===== src/rtl/video_timing_pkg.sv =====
// video_timing_pkg: default Williams raster timing and sync-lock state encoding
package video_timing_pkg;
  localparam int WMS_PIX_DIV  = 2;
  localparam int WMS_HB_START = 336;
  localparam int WMS_HB_END   = 40;
  localparam int WMS_VB_START = 246;
  localparam int WMS_VB_END   = 6;
  typedef enum logic [1:0] {LK_UNLOCK, LK_TRACK, LK_LOCK} lock_state_t;
endpackage


===== src/rtl/video_blank_gen_sat_counter.sv =====
// sat_counter: enable-driven up counter with sync clear that sticks at all-ones
module sat_counter #(
  parameter int CNT_W = 11
) (
  input  logic             clk_sys,
  input  logic             reset_n,
  input  logic             en,
  input  logic             clr,
  output logic [CNT_W-1:0] cnt,
  output logic             sat
);
  assign sat = &cnt;
  always_ff @(posedge clk_sys or negedge reset_n)
    if (!reset_n) cnt <= '0;
    else if (clr) cnt <= '0;
    else if (en && !sat) cnt <= cnt + CNT_W'(1);
endmodule


===== src/rtl/video_blank_gen.sv =====
// video_blank_gen: recovers pixel enable, blanking, beam position and sync lock from raw HSync/VSync
module video_blank_gen
  import video_timing_pkg::*;
#(
  parameter int PIX_DIV  = WMS_PIX_DIV,
  parameter int CNT_W    = 11,
  parameter int OFS_W    = 4,
  parameter int HB_START = WMS_HB_START,
  parameter int HB_END   = WMS_HB_END,
  parameter int VB_START = WMS_VB_START,
  parameter int VB_END   = WMS_VB_END
) (
  input  logic             clk_sys,
  input  logic             reset_n,
  input  logic             hs_in,
  input  logic             vs_in,
  input  logic [OFS_W-1:0] h_ofs,
  input  logic [OFS_W-1:0] v_ofs,
  output logic             ce_pix,
  output logic             hblank,
  output logic             vblank,
  output logic [CNT_W-1:0] hcnt,
  output logic [CNT_W-1:0] vcnt,
  output logic [CNT_W-1:0] line_len,
  output logic [CNT_W-1:0] frame_lines,
  output logic             sync_ok
);
  localparam int SUB_W = PIX_DIV > 1 ? $clog2(PIX_DIV) : 1;
  localparam logic [SUB_W-1:0] SUB_MAX = SUB_W'(PIX_DIV - 1);
  if (HB_START == HB_END) begin : g_hb_bad
    $error("video_blank_gen: HB_START must differ from HB_END");
  end
  if (VB_START == VB_END) begin : g_vb_bad
    $error("video_blank_gen: VB_START must differ from VB_END");
  end
  if (PIX_DIV < 1 || (PIX_DIV & (PIX_DIV - 1)) != 0) begin : g_div_bad
    $error("video_blank_gen: PIX_DIV must be a power of two");
  end
  logic hs_q, vs_q, hs_rise, vs_rise, hsat, vsat;
  logic [SUB_W-1:0] sub, sub_nx;
  logic [OFS_W-1:0] h_ofs_l, v_ofs_l;
  logic [CNT_W-1:0] line_cnt, frame_cnt, hb_on, hb_off, vb_on, vb_off;
  lock_state_t state, state_nx;
  assign hs_rise = hs_in & ~hs_q;
  assign vs_rise = hs_rise & vs_in & ~vs_q;
  assign sub_nx  = (hs_rise || sub == SUB_MAX) ? '0 : sub + SUB_W'(1);
  // Totals count the pixel/line whose increment is displaced by the sync edge
  assign line_cnt  = hsat ? hcnt : hcnt + CNT_W'(ce_pix);
  assign frame_cnt = vsat ? vcnt : vcnt + CNT_W'(1);
  assign hb_on  = CNT_W'(HB_START) + CNT_W'($signed(h_ofs_l));
  assign hb_off = CNT_W'(HB_END)   + CNT_W'($signed(h_ofs_l));
  assign vb_on  = CNT_W'(VB_START) + CNT_W'($signed(v_ofs_l));
  assign vb_off = CNT_W'(VB_END)   + CNT_W'($signed(v_ofs_l));
  assign sync_ok = state == LK_LOCK;
  sat_counter #(.CNT_W(CNT_W)) u_hcnt (
    .clk_sys(clk_sys), .reset_n(reset_n), .en(ce_pix), .clr(hs_rise), .cnt(hcnt), .sat(hsat)
  );
  sat_counter #(.CNT_W(CNT_W)) u_vcnt (
    .clk_sys(clk_sys), .reset_n(reset_n), .en(hs_rise), .clr(vs_rise), .cnt(vcnt), .sat(vsat)
  );
  always_ff @(posedge clk_sys or negedge reset_n)
    if (!reset_n) begin
      hs_q        <= 1'b0;
      vs_q        <= 1'b0;
      sub         <= '0;
      ce_pix      <= 1'b0;
      h_ofs_l     <= '0;
      v_ofs_l     <= '0;
      line_len    <= '0;
      frame_lines <= '0;
      hblank      <= 1'b1;
      vblank      <= 1'b1;
      state       <= LK_UNLOCK;
    end else begin
      hs_q   <= hs_in;
      sub    <= sub_nx;
      ce_pix <= sub_nx == SUB_MAX;
      state  <= state_nx;
      if (hs_rise) begin
        vs_q     <= vs_in;
        line_len <= line_cnt;
      end
      // Offsets only move at frame start so a frame is never drawn with two shifts
      if (vs_rise) begin
        frame_lines <= frame_cnt;
        h_ofs_l     <= h_ofs;
        v_ofs_l     <= v_ofs;
      end
      hblank <= hcnt == hb_on ? 1'b1 : hcnt == hb_off ? 1'b0 : hblank;
      vblank <= vcnt == vb_on ? 1'b1 : vcnt == vb_off ? 1'b0 : vblank;
    end
  always_comb begin
    state_nx = state;
    if (hsat || vsat) state_nx = LK_UNLOCK;
    else if (vs_rise) state_nx = state == LK_UNLOCK ? LK_TRACK :
                                 frame_cnt == frame_lines ? LK_LOCK : LK_TRACK;
  end
endmodule

===== config.mk =====
export PLATFORM = sky130hd
export DESIGN_NAME = video_blank_gen
export DESIGN_NICKNAME = d
export VERILOG_FILES = /design/src/rtl/video_timing_pkg.sv /design/src/rtl/video_blank_gen_sat_counter.sv /design/src/rtl/video_blank_gen.sv
export SDC_FILE = /design/constraint.sdc
export NUM_CORES = 1
export LEC_CHECK = 0
export BUFFER_PORTS_ARGS = -buffer_cell sky130_fd_sc_hd__buf_4
export CORE_ASPECT_RATIO = 0.9
export CORE_MARGIN = 8
export CORE_UTILIZATION = 60
export CTS_CLUSTER_SIZE = 8
export DETAILED_ROUTE_END_ITERATION = 8
export MAX_ROUTING_LAYER = met4
export PLACE_DENSITY_LB_ADDON = 0.12
export SYNTH_ARGS = -nofsm -noshare
export SYNTH_HDL_FRONTEND = slang
export SYNTH_SLANG_ARGS = --single-unit

===== constraint.sdc =====
create_clock -name clk_sys -period 4.61 [get_ports clk_sys]
set_input_delay 0 -clock clk_sys [delete_from_list [all_inputs] [get_ports clk_sys]]
set_output_delay 0 -clock clk_sys [all_outputs]
set_load 0.005 [all_outputs]

* Yosys cells after proc, flatten, opt, wreduce, memory -nomap -nowiden
Index checks and enable logic that the tools add are counted.
Cells by class: $add $sub $neg 8, eq/ne operators 6, muxes and demuxes 15, reduce and logical (&&, ||, !) cells 14, bitwise operators 5
Operators by type and width (count):
- $mux 11 | 6
- $eq 11x11->1 | 5
- $add 11x1->11 const B | 2
- $reduce_and 11->1 | 2
- $add 10x4->11 const A | 1
- $add 11x1->11 | 1
- $add 9x4->10 const A | 1
- $reduce_bool 2->1 | 5
- $add 7x4->8 const A | 1
- $mux 2 | 4
- $add 4x4->5 const A | 1
- $mux 1 | 5
- $and 1x1->1 | 3
- $eq 2x2->1 const B | 1
- $logic_and 1x1->1 | 2
- $logic_not 1->1 | 2
- $logic_not 2->1 | 1
- $logic_or 1x1->1 | 2
- $not 1->1 | 2
- $add 1x1->1 const B | 1
Storage, ports and cells: bits of input ports 12, output and inout bits 48, register bits 59

* Depth between registers and ports, before layout
word-level depth 7, gate-level depth with buffers 9, mapped depth without buffers 8

* By module
A second synthesis with hierarchy kept.
Unflattened totals: cell total of the unflattened synthesis 372, area total of the unflattened synthesis 3530.9 µm²
By module, submodules not included:
- video_blank_gen | cells each 248, instances 1, sequential area each 928.4 µm², area each 2364.8 µm²
- sat_counter | cells each 62, instances 2, sequential area each 275.3 µm², area each 583.1 µm²

* Least setup slack after synthesis
OpenSTA, ideal clock, no wires.
path kind reg-to-reg, from reg u_vcnt.cnt[1], to reg state[0], stages on the path, launching flop included 9, period minus slack after synthesis 2348 ps, setup slack 2262 ps, arrival 2211 ps, cell sequence dfrtp_1 -> ha_1 -> nand4_2 -> nor3_4 -> mux2i_1 -> xor2_1 -> nand4_2 -> a2111oi_2 -> nor4_1
Between the ends: word-level cells in the longest chain between the ends 7, elaborated cells between the ends (all ways) 10, classes of those cells add/sub: 1; eq/ne: 1; mux: 5; reduce/logical: 3
Ends and longest elaborated chain:
- start: declaration | RTL line video_blank_gen_sat_counter.sv:9 | output logic [CNT_W-1:0] cnt,
- start signal: assignment | RTL line video_blank_gen_sat_counter.sv:16 | else if (en && !sat) cnt <= cnt + CNT_W'(1);
- $add 11x1->11 or $reduce_and 11->1 (tied branches) | RTL line video_blank_gen.sv:49, video_blank_gen_sat_counter.sv:12
- $mux 11 | RTL line video_blank_gen.sv:49 | assign frame_cnt = vsat ? vcnt : vcnt + CNT_W'(1);
- $eq 11x11->1 | RTL line video_blank_gen.sv:96 | frame_cnt == frame_lines ? LK_LOCK : LK_TRACK;
- $mux 2 | RTL line video_blank_gen.sv:96
- $mux 2 (2 in series) | RTL line video_blank_gen.sv:95 | else if (vs_rise) state_nx = state == LK_UNLOCK ? LK_TRACK :
- $mux 2 | RTL line video_blank_gen.sv:94 | if (hsat || vsat) state_nx = LK_UNLOCK;
- end signal: assignment | RTL line video_blank_gen.sv:78 | state <= state_nx;
- end: declaration | RTL line video_blank_gen.sv:43 | lock_state_t state, state_nx;
Several ways; a longest one is shown, not always the timed one. The select of a mux whose other input is x is not followed. A chain may end at the register's enable or synchronous reset.

* Worst setup path after layout
from reg u_vcnt.cnt[0], to reg state[0]
Same word-level chain as after synthesis.

==> results.json <==
{
  "outcome": "completed",
  "die_ht_um": 87.3,
  "cellLeakagePower_uw": 0.00185,
  "drt_iter0_markers": 235,
  "finish.net_count": 453,
  "synth-edff-count": 0,
  "clock_sinks": 59,
  "multi_input_area_um2": 1770,
  "path_class": "reg -> reg",
  "grt_remaining_overflow": 0,
  "post-route-drc-count": 0,
  "cts_buffers": 9,
  "finalCriticalPeriod_ps": 2730,
  "critical_path.startpoint": "u_vcnt.cnt[0]",
  "power_density_nw_per_um2": 437,
  "cts_root_buf": "sky130_fd_sc_hd__clkbuf_8",
  "number_of_detailed_routing_iterations_run_before_antenna_repair": 4,
  "synth_seq_cells": 59,
  "critPathSlowestCell": "sky130_fd_sc_hd__dfrtp_1",
  "globalRouteTotalUtil_pct": 23.0,
  "slew_headroom_pct": 44.0,
  "clockBufferDepth": 2,
  "grt_pass1_wl_mm": 14.5,
  "grt_max_degree": 60,
  "final.setup_skew_ps": 6.65,
  "synth.avg_cell_area_um2": 8.99,
  "final_cells": 510,
  "n_antenna_cell": 0,
  "final.period_utilization_pct": 59.3,
  "timing.max_cap.violations": 0,
  "layout_commonest_cell": "sky130_fd_sc_hd__buf_4",
  "clk_pin_slew_worst_paths_ps": 70,
  "critical_path.cell_chain": "ha_1 -> nand4_2 -> nor3_4 -> mux2i_1 -> xor2_1 -> nand4_2 -> a2111oi_2 -> nor4_1",
  "crit_path_end_kind": "register",
  "synth_nets": 395,
  "grt_setup_unrepaired": "no",
  "hold_viol": 0,
  "syn-instance-count": 377,
  "most-common-layout-cells": "sky130_fd_sc_hd__buf_4 (61), sky130_fd_sc_hd__nand2_1 (58), sky130_fd_sc_hd__dfrtp_1 (57), sky130_fd_sc_hd__nor2_1 (43), sky130_fd_sc_hd__o21ai_0 (34)",
  "tritoncts": "yes",
  "coreArea_um2": 5560,
  "routed_via_density": 5.86,
  "wl_per_cell_um": 17.2,
  "ant_nets": 0,
  "rr_startpoint": "u_vcnt.cnt[0]",
  "die_w_um": 95.2,
  "sequential_cell_area_um2": 1480,
  "data_arrival_critical_path_ps": 2940,
  "die_area_um2": 8320,
  "fmax_mhz": 366,
  "ys_seq_area_share_pct": 43.6,
  "drt_wl_total_mm": 8.78,
  "setup_viol_count_final": 0,
  "boundaryPins": 60,
  "routabilityCongestion": 0.879,
  "syn2layout_area_growth_pct": 21.8,
  "num_vias": 2988,
  "number_of_global_route_vias_before_repair": 2916,
  "hold_path_class": "in -> async",
  "syn_warnings": 0,
  "commonest_register_cell_after_synthesis": "sky130_fd_sc_hd__dfrtp_1",
  "floorplan.initialDensity_pct": 61.0,
  "ir_drop_v": 0.000364,
  "initial_antenna_violation_count": 0,
  "yosysUniqueCellTypes": 49,
  "worstSkewPairLatency_ps": 340,
  "crit_required_ps": 4820,
  "floorplan.rows": 26,
  "filler_cell_count": 435,
  "critPathMaxStageDelay_ps": 500,
  "drive_above_1_share_pct": 20.5,
  "timing_max_transition_violations_final": 0,
  "timing.critical_path.from_type": "register",
  "post-cts-setup-buffer-count": 0,
  "critical_path_peak_fanout": 7,
  "syn-cell-area_um2": 3390,
  "io_buffer_count": 59,
  "final.setup.tns_ps": 0,
  "worst_path_most_repeated_cell": "sky130_fd_sc_hd__nand4_2",
  "level_count_of_the_clock_h_tree": 3,
  "worst_pin_slew_ps": 838,
  "place_hpwl_mm": 6.06,
  "numPlacedInstances": 483,
  "postSynth.asyncResetShare_pct": 100
}
## metrics by stage
stage	hold slack (ps)	utilization (%)	area, um^2	setup WS (ps)	power [uW]
2_1_floorplan	-296	-	3390	2260	1070
3_3_place_gp	111	68.5	3810	2040	1260
3_5_place_dp	117	68.5	3810	1960	1280
4_1_cts	299	74.2	4130	1900	1810
5_1_grt	347	74.2	4130	1680	1920
6_report	263	74.2	4130	1880	1810
## per-layer routing
| metal | share of wire, % | global-route usage [%] | routed length [um] |
|---|---|---|---|
| met5 | 0 | - | 0 |
| met4 | 1.4 | 8.64 | 119 |
| met3 | 7.7 | 6.21 | 672 |
| met2 | 44 | 31.7 | 3840 |
| met1 | 47 | 31.4 | 4150 |
## kinds of logic after synthesis
family | share of synthesized area (%)
buffers and inverters | 4.28
AND/OR/NAND/NOR | 24.6
flip-flops | 43.6
AO/OA/AOI/OAI | 12.3
adder cells (fa/ha/maj) | 2.21
XOR/XNOR | 11.8
multiplexers | 1.22
## sequential cells by signal, summed over array words and instances, names as in the netlist
register	cells
sub	1
u_hcnt.cnt	11
state	2
frame_lines	11
hs_q	1
h_ofs_l	4
vblank	1
vs_q	1
line_len	11
v_ofs_l	4
hblank	1
u_vcnt.cnt	11
## critical path: cells and delay by family (launching register included)
kind                       cells  cell delay, ps
DFF                            1             500
muxes                          1             330
AOI/OAI and AO/OA              1             360
xor gates and xnor gates       1             200
and+or+nand+nor                4             860
adders and majority gates      1             350
## synthesized netlist by cell type (all sizes together), types with 3 or more instances
cell / count / area [um^2]
nand2: 58 / 218
dfrtp: 57 / 1430
nor2: 43 / 161
o21ai: 34 / 170
xnor2: 24 / 210
xor2: 19 / 166
nand3: 18 / 100
clkbuf: 17 / 65.1
nor3: 13 / 87.6
a31oi: 10 / 62.6
nand4: 10 / 81.3
a21oi: 8 / 40.0
buf: 8 / 61.3
ha: 6 / 75.1
and3: 5 / 31.3
inv: 5 / 18.8
and2: 4 / 25.0
and4: 3 / 28.8
mux2i: 3 / 30.0
nand3b: 3 / 22.5
nor2b: 3 / 18.8
## worst paths after layout
| path | end | slack (ps) | depth (start not counted) |
|---|---|---|---|
| hold / removal | u_vcnt.cnt[9] | 260 | 2 |
| hold reg to reg | line_len[5] | 480 | 2 |
| setup / recovery | state[0] | 1880 | 8 |
| max in group asynchronous | u_hcnt.cnt[9] | 3840 | 2 |
| setup reg to reg | state[0] | 1880 | 8 |
| min in group clk_sys | hs_q | 340 | 2 |
## report_power, final
part,leakage (uW),switching (uW),internal (uW)
Clock,0.000103,215,303
Combinational,0.000989,256,279
Sequential,0.000760,144,609
Total,0.00185,615,1190
## what timing repair did
action	in CTS	in global routing
endpoints found under the setup margin	0	0
endpoints found under the hold margin	67	0
gates resized for setup	0	0
hold buffers	11	0
## cell type report
type | count | share of cell area, %
inverters | 5 | 0.455
well taps | 70 | 2.12
clock buffers | 11 | 3.18
flip-flops and latches | 59 | 35.8
repair buffers | 72 | 13.8
multi-input cells | 288 | 42.8
clock inverters | 5 | 1.88
No activity file was read; power rests on OpenSTA's default activity.
